--- config.mk ---
export PLATFORM = sky130hd
export DESIGN_NAME = pipe_hazard_ctrl
export DESIGN_NICKNAME = d
export VERILOG_FILES = /design/src/rtl/hazard_pkg.sv /design/src/rtl/hazard_detect.sv /design/src/rtl/pipe_hazard_ctrl.sv
export SDC_FILE = /design/constraint.sdc
export NUM_CORES = 1
export LEC_CHECK = 0
export ABC_AREA = 1
export CORE_ASPECT_RATIO = 0.9
export CORE_UTILIZATION = 45
export CTS_CLUSTER_DIAMETER = 30
export CTS_CLUSTER_SIZE = 28
export DETAILED_ROUTE_END_ITERATION = 10
export PLACE_DENSITY = 0.78
export SETUP_SLACK_MARGIN = 0.3
export SLEW_MARGIN = 20
export SYNTH_ARGS = -nofsm -noshare
export SYNTH_HDL_FRONTEND = slang
export SYNTH_SLANG_ARGS = --single-unit
--- constraint.sdc ---
create_clock -name clk -period 2.5 [get_ports clk]
set_input_delay 0.5 -clock clk [delete_from_list [all_inputs] [get_ports clk]]
set_output_delay 0.5 -clock clk [all_outputs]
set_load 0.01 [all_outputs]
--- src/rtl/hazard_pkg.sv ---
// Shared types for the pipeline hazard controller: FSM states, the r0 encoding
// and the per-stage enable/flush bundle handed to the pipeline registers.
package hazard_pkg;

  typedef enum logic [1:0] {
    RUN      = 2'd0,
    MEM_WAIT = 2'd1,
    REDIRECT = 2'd2
  } hz_state_t;

  localparam logic [4:0] REG_ZERO = 5'd0;

  // Bit positions of each pipeline register inside pipe_ctrl_t.en / .flush
  localparam int FEDE = 3;
  localparam int DEEX = 2;
  localparam int EXME = 1;
  localparam int MEWB = 0;

  typedef struct packed {
    logic       pc_en;
    logic [3:0] en;
    logic [3:0] flush;
  } pipe_ctrl_t;

  function automatic pipe_ctrl_t ctrl_advance();
    pipe_ctrl_t c;
    c.pc_en = 1'b1;
    c.en    = 4'hF;
    c.flush = 4'h0;
    return c;
  endfunction

  function automatic pipe_ctrl_t ctrl_freeze();
    pipe_ctrl_t c;
    c.pc_en = 1'b0;
    c.en    = 4'h0;
    c.flush = 4'h0;
    return c;
  endfunction

endpackage

--- src/rtl/hazard_detect.sv ---
// Load-use and flag-use hazard compare between Decode sources and the Execute
// producer; r0 never creates a dependency.
module hazard_detect (
  input  logic [4:0] de_reg_1_sel,
  input  logic [4:0] de_reg_2_sel,
  input  logic       de_reg_1_used,
  input  logic       de_reg_2_used,
  input  logic       de_FL_read,
  input  logic       ex_load,
  input  logic       ex_reg_wrt_en,
  input  logic [4:0] ex_reg_wrt_sel,
  input  logic       ex_FL_write,
  output logic       gpr_hz,
  output logic       fl_hz
);
  import hazard_pkg::*;

  logic src_1_match;
  logic src_2_match;

  assign src_1_match = de_reg_1_used && (de_reg_1_sel == ex_reg_wrt_sel);
  assign src_2_match = de_reg_2_used && (de_reg_2_sel == ex_reg_wrt_sel);

  assign gpr_hz = ex_load && ex_reg_wrt_en && (ex_reg_wrt_sel != REG_ZERO)
                  && (src_1_match || src_2_match);
  assign fl_hz  = ex_FL_write && de_FL_read;

endmodule

--- src/rtl/pipe_hazard_ctrl.sv ---
// Central stall/flush controller: derives PC and pipeline-register enables and
// bubble flushes from hazards, redirects and memory wait states.
module pipe_hazard_ctrl #(
  parameter int REDIRECT_EXTRA = 1,
  parameter int CNT_W          = 16
) (
  input  logic             clk,
  input  logic             rst_n,
  input  logic [4:0]       de_reg_1_sel,
  input  logic [4:0]       de_reg_2_sel,
  input  logic             de_reg_1_used,
  input  logic             de_reg_2_used,
  input  logic             de_FL_read,
  input  logic             ex_load,
  input  logic             ex_reg_wrt_en,
  input  logic [4:0]       ex_reg_wrt_sel,
  input  logic             ex_FL_write,
  input  logic             ex_redirect,
  input  logic             imem_busy,
  input  logic             dmem_busy,
  output logic             pc_en,
  output logic             FeDe_en,
  output logic             DeEx_en,
  output logic             ExMe_en,
  output logic             MeWb_en,
  output logic             FeDe_flush,
  output logic             DeEx_flush,
  output logic             ExMe_flush,
  output logic             MeWb_flush,
  output logic [CNT_W-1:0] stall_cnt,
  output logic [CNT_W-1:0] flush_cnt
);
  import hazard_pkg::*;

  localparam logic [2:0] REDIR_LOAD = 3'(REDIRECT_EXTRA);

  hz_state_t        state_q, state_d;
  logic [2:0]       redir_cnt_q, redir_cnt_d;
  logic             pending_q, pending_d;
  logic [CNT_W-1:0] stall_cnt_q, stall_cnt_d;
  logic [CNT_W-1:0] flush_cnt_q, flush_cnt_d;
  logic             gpr_hz, fl_hz, use_hz;
  pipe_ctrl_t       ctrl_c, ctrl_o;

  hazard_detect u_detect (
    .de_reg_1_sel   (de_reg_1_sel),
    .de_reg_2_sel   (de_reg_2_sel),
    .de_reg_1_used  (de_reg_1_used),
    .de_reg_2_used  (de_reg_2_used),
    .de_FL_read     (de_FL_read),
    .ex_load        (ex_load),
    .ex_reg_wrt_en  (ex_reg_wrt_en),
    .ex_reg_wrt_sel (ex_reg_wrt_sel),
    .ex_FL_write    (ex_FL_write),
    .gpr_hz         (gpr_hz),
    .fl_hz          (fl_hz)
  );

  assign use_hz = gpr_hz | fl_hz;

  // The cycle that leaves MEM_WAIT stands in for the frozen REDIRECT cycle, so
  // a held redir_cnt keeps flushing FeDe and counting down from there.
  always_comb begin
    ctrl_c      = ctrl_advance();
    state_d     = state_q;
    redir_cnt_d = redir_cnt_q;
    pending_d   = pending_q;

    if (dmem_busy) begin
      ctrl_c    = ctrl_freeze();
      state_d   = MEM_WAIT;
      pending_d = pending_q | ex_redirect;
    end else if (ex_redirect || pending_q) begin
      ctrl_c.flush[FEDE] = 1'b1;
      ctrl_c.flush[DEEX] = 1'b1;
      pending_d          = 1'b0;
      redir_cnt_d        = REDIR_LOAD;
      state_d            = (REDIR_LOAD != 3'd0) ? REDIRECT : RUN;
    end else if ((state_q != RUN) && (redir_cnt_q != 3'd0)) begin
      ctrl_c.flush[FEDE] = 1'b1;
      redir_cnt_d        = redir_cnt_q - 3'd1;
      state_d            = (redir_cnt_q != 3'd1) ? REDIRECT : RUN;
    end else begin
      state_d = RUN;
      if (use_hz) begin
        ctrl_c.pc_en       = 1'b0;
        ctrl_c.en[FEDE]    = 1'b0;
        ctrl_c.flush[DEEX] = 1'b1;
      end else if (imem_busy) begin
        ctrl_c.pc_en       = 1'b0;
        ctrl_c.flush[FEDE] = 1'b1;
      end
    end
  end

  assign ctrl_o = rst_n ? ctrl_c : ctrl_freeze();

  always_comb begin
    stall_cnt_d = stall_cnt_q;
    flush_cnt_d = flush_cnt_q;
    if (!ctrl_c.pc_en && (stall_cnt_q != {CNT_W{1'b1}})) begin
      stall_cnt_d = stall_cnt_q + CNT_W'(1);
    end
    if ((ctrl_c.flush != 4'h0) && (flush_cnt_q != {CNT_W{1'b1}})) begin
      flush_cnt_d = flush_cnt_q + CNT_W'(1);
    end
  end

  always_ff @(posedge clk or negedge rst_n) begin
    if (!rst_n) begin
      state_q     <= RUN;
      redir_cnt_q <= 3'd0;
      pending_q   <= 1'b0;
      stall_cnt_q <= '0;
      flush_cnt_q <= '0;
    end else begin
      state_q     <= state_d;
      redir_cnt_q <= redir_cnt_d;
      pending_q   <= pending_d;
      stall_cnt_q <= stall_cnt_d;
      flush_cnt_q <= flush_cnt_d;
    end
  end

  assign pc_en      = ctrl_o.pc_en;
  assign FeDe_en    = ctrl_o.en[FEDE];
  assign DeEx_en    = ctrl_o.en[DEEX];
  assign ExMe_en    = ctrl_o.en[EXME];
  assign MeWb_en    = ctrl_o.en[MEWB];
  assign FeDe_flush = ctrl_o.flush[FEDE];
  assign DeEx_flush = ctrl_o.flush[DEEX];
  assign ExMe_flush = ctrl_o.flush[EXME];
  assign MeWb_flush = ctrl_o.flush[MEWB];
  assign stall_cnt  = stall_cnt_q;
  assign flush_cnt  = flush_cnt_q;

endmodule

==> metrics <==
CP max stage cell=dlygate4sd2_1; critical-path cell list=dlygate4sd2_1 -> nand2_1 -> nand2_1 -> nor2_1 -> nand3_1 -> nand2_1 -> nand2_2 -> nand2_2 -> nand2_4 -> nand2_4 -> nand2_4 -> nor2_2 -> buf_2; clk sink count=38; Top-Level Pins=67; gp weighted congestion=just under 0.9; count of pins over their slew limit=0; DIE HEIGHT=74.2 um; Port Buf Inserts=64; initial antenna violation count=0; TritonCTS clock tree=built; Initial Util=0.482; final period utilization=0.854; EDFF count, synth=0; combinational share of power=0.423; DRT antenna net count=0; Worst R2R End=flush_cnt[1]; reg2reg setup slack=roughly 510 ps; critical path class=in -> out; Setup crit end kind=primary output; Yosys cell types=32; count leader, synth=nand2_1; Synth top area share=0.365; FF-to-FF Start=flush_cnt[0]; GRT Util Overall=0.208; switch share=0.374; leakage power=approximately 1.6 nW; Seq pwr share=0.385; CP top delay family=simple AND/OR/NAND/NOR gates; Clk pin slew, worst setup/hold paths=approximately 80 ps; final setup violation count=0; yosys warns=0; fin nets=about 460; design area=about 3500 um2; total CTS buffers=5; CP arrival=approximately 1600 ps; clock skew=8.46 ps; Hold Fails Final Rpt=0; global-route wire length before repair=9670 um; Seq/Total Area, Yosys=0.365; WL final=about 5700 um; core area=between 5000 and 6000 um2; Area Overhead vs Synth=32.4%; Async SR Flop Fraction=1.00; VDD IR max=approximately 0.0005 V; Gate Count Post-Synth=~340; Yosys top cell by area=dfrtp_1; First-pass DRT Iterations=4; vias in the first global route=2263; DRT iter0 DRCs=71; max incr delay on CP=240 ps; final HPWL from detailed placement=4330 um; Antenna diodes=0; Psw=between 0.8 and 0.9 mW; pin count of the biggest net entering global routing=39; Cell Area, Placed=roughly 3400 um2; Via density=approximately 4.9; Fmax=roughly 470 MHz; Post-CTS Hold Fix Bufs=0; Bufs and invs on worst path=2; synth cell count leaders=83 x nand2_1, 40 x inv_1, 38 x dfrtp_1; crit-path max FO=3; synthesis-stage register bit count=38; HP Class=in -> async; R2R depth=7; Clock Tree Buf Depth=2; Routed WL per cell=about 12 um; clk_lat worst skew=approximately 300 ps; Mean Syn Cell Area=roughly 7.6 um2; GR Overflow Total=0; share of cells above drive strength 1=0.231; top post-synthesis cells by area=dfrtp_1 36%, nand2_1 12%, inv_1 5.8%; Pwr Density=~670 nW/um2; clock share of power=0.192; max-capacitance violation count=0; H-tree Lvls=2; commonest register cell after synthesis=dfrtp_1; CTS Root Cell=clkbuf_8; status=completed; vias post-DR=between 2000 and 2500; Total Die Area=~6100 um2; RSZ-0062 raised after global routing=true; Setup crit start kind=primary input; row count=25; Netlist Area Pre-Place=2610 um2; Power, Total=between 2 and 2.5 mW; CP required=2000 ps; die width=around 82 um; fin crit period=between 2000 and 2500 ps; drc violations=0; Int Pwr=approximately 1.5 mW
-- per-stage QoR --
stage	std cells	util	setup TNS, ps	hold WS [ps]	setup slack, ps
finish	492	0.638	0	271	365
global route	492	0.638	0	314	249
CTS	488	0.634	0	306	274
detailed placement	479	0.620	-1330	481	-392
global placement	479	0.620	-1140	466	-344
floorplan	345	-	0	204	633
-- placed cells by master (no fill, tap or decap), types with 2 or more instances in the layout --
cell	Yosys	final
nand2_1	83	81
dfrtp_1	38	38
clkdlybuf4s50_1	0	38
inv_1	40	37
nand3_1	30	30
nor2_1	29	25
nand2_2	22	23
buf_4	6	17
xnor2_1	13	13
xor2_1	13	13
inv_2	8	11
o21ai_1	10	10
dlygate4sd2_1	0	8
nor2_2	3	7
nand4_1	7	7
nor3_1	7	7
clkbuf_2	0	7
buf_2	2	7
clkbuf_8	0	6
nor4_1	4	4
ha_1	5	4
clkdlybuf4s15_1	0	4
nand2_4	2	3
nor3_2	3	3
nand3_2	3	3
a21oi_1	3	2
nand2_8	2	2
conb_1	1	2
-- timing repair --
item,CTS,global route
buffers inserted,1,4
endpoints found under the setup margin,7,4
resized for setup,49,27
pin swaps,16,18
gates cloned,0,0
-- power groups by stage --
stage	clock network (mW)	registers, mW	logic, mW
6_report	0.447	0.895	0.985
5_1_grt	0.486	0.914	1.09
3_5_place_dp	0	0.899	0.920
4_1_cts	0.461	0.890	0.928
3_3_place_gp	0	0.901	0.896
2_1_floorplan	0	0.924	0.497
-- worst max path at each step --
| stage | from | cells past startpoint | end | slack [ps] |
|---|---|---|---|---|
| finish | de_reg_1_sel[0] | 13 | DeEx_flush | 360 |
| global route | redir_cnt_q[0] | 10 | FeDe_flush | 250 |
| detailed placement | ex_reg_wrt_sel[4] | 14 | DeEx_flush | -390 |
| CTS | ex_reg_wrt_sel[2] | 14 | DeEx_flush | 270 |
| floorplan | redir_cnt_q[0] | 8 | pc_en | 630 |
| global placement | ex_reg_wrt_sel[3] | 14 | DeEx_flush | -340 |
-- layout make-up --
cell class	count	area [um2]
Fill cell	475	1960
Multi-Input combinational cell	249	1430
Sequential cell	38	951
Timing Repair Buffer	82	708
Inverter	48	180
Tap cell	67	83.8
Clock buffer	6	82.6
Clock inverter	2	12.5
-- logic make-up after synthesis --
| group | after synthesis | share of synthesized area |
|---|---|---|
| xor gates and xnor gates | 26 | 0.0874 |
| DFF | 38 | 0.365 |
| and+or+nand+nor | 198 | 0.383 |
| other | 1 | 0.00144 |
| buffers and inverters | 58 | 0.102 |
| AOI/OAI and AO/OA | 18 | 0.0370 |
| adders and majority gates | 5 | 0.0240 |
-- flip-flops by register name, summed over array words and instances (netlist names) --
register and flops:
flush_cnt 16, pending_q 1, redir_cnt_q 3, stall_cnt 16
state_q 2
-- layer usage --
metal	global-route usage	routed length (um)	vias up
li1	-	-	1236
met1	0.250	2650	1093
met2	0.362	2810	52
met3	0.0552	220	9
met4	0.0663	70	0
met5	0	0	-
Note: power is estimated with default switching activity, not from simulation.
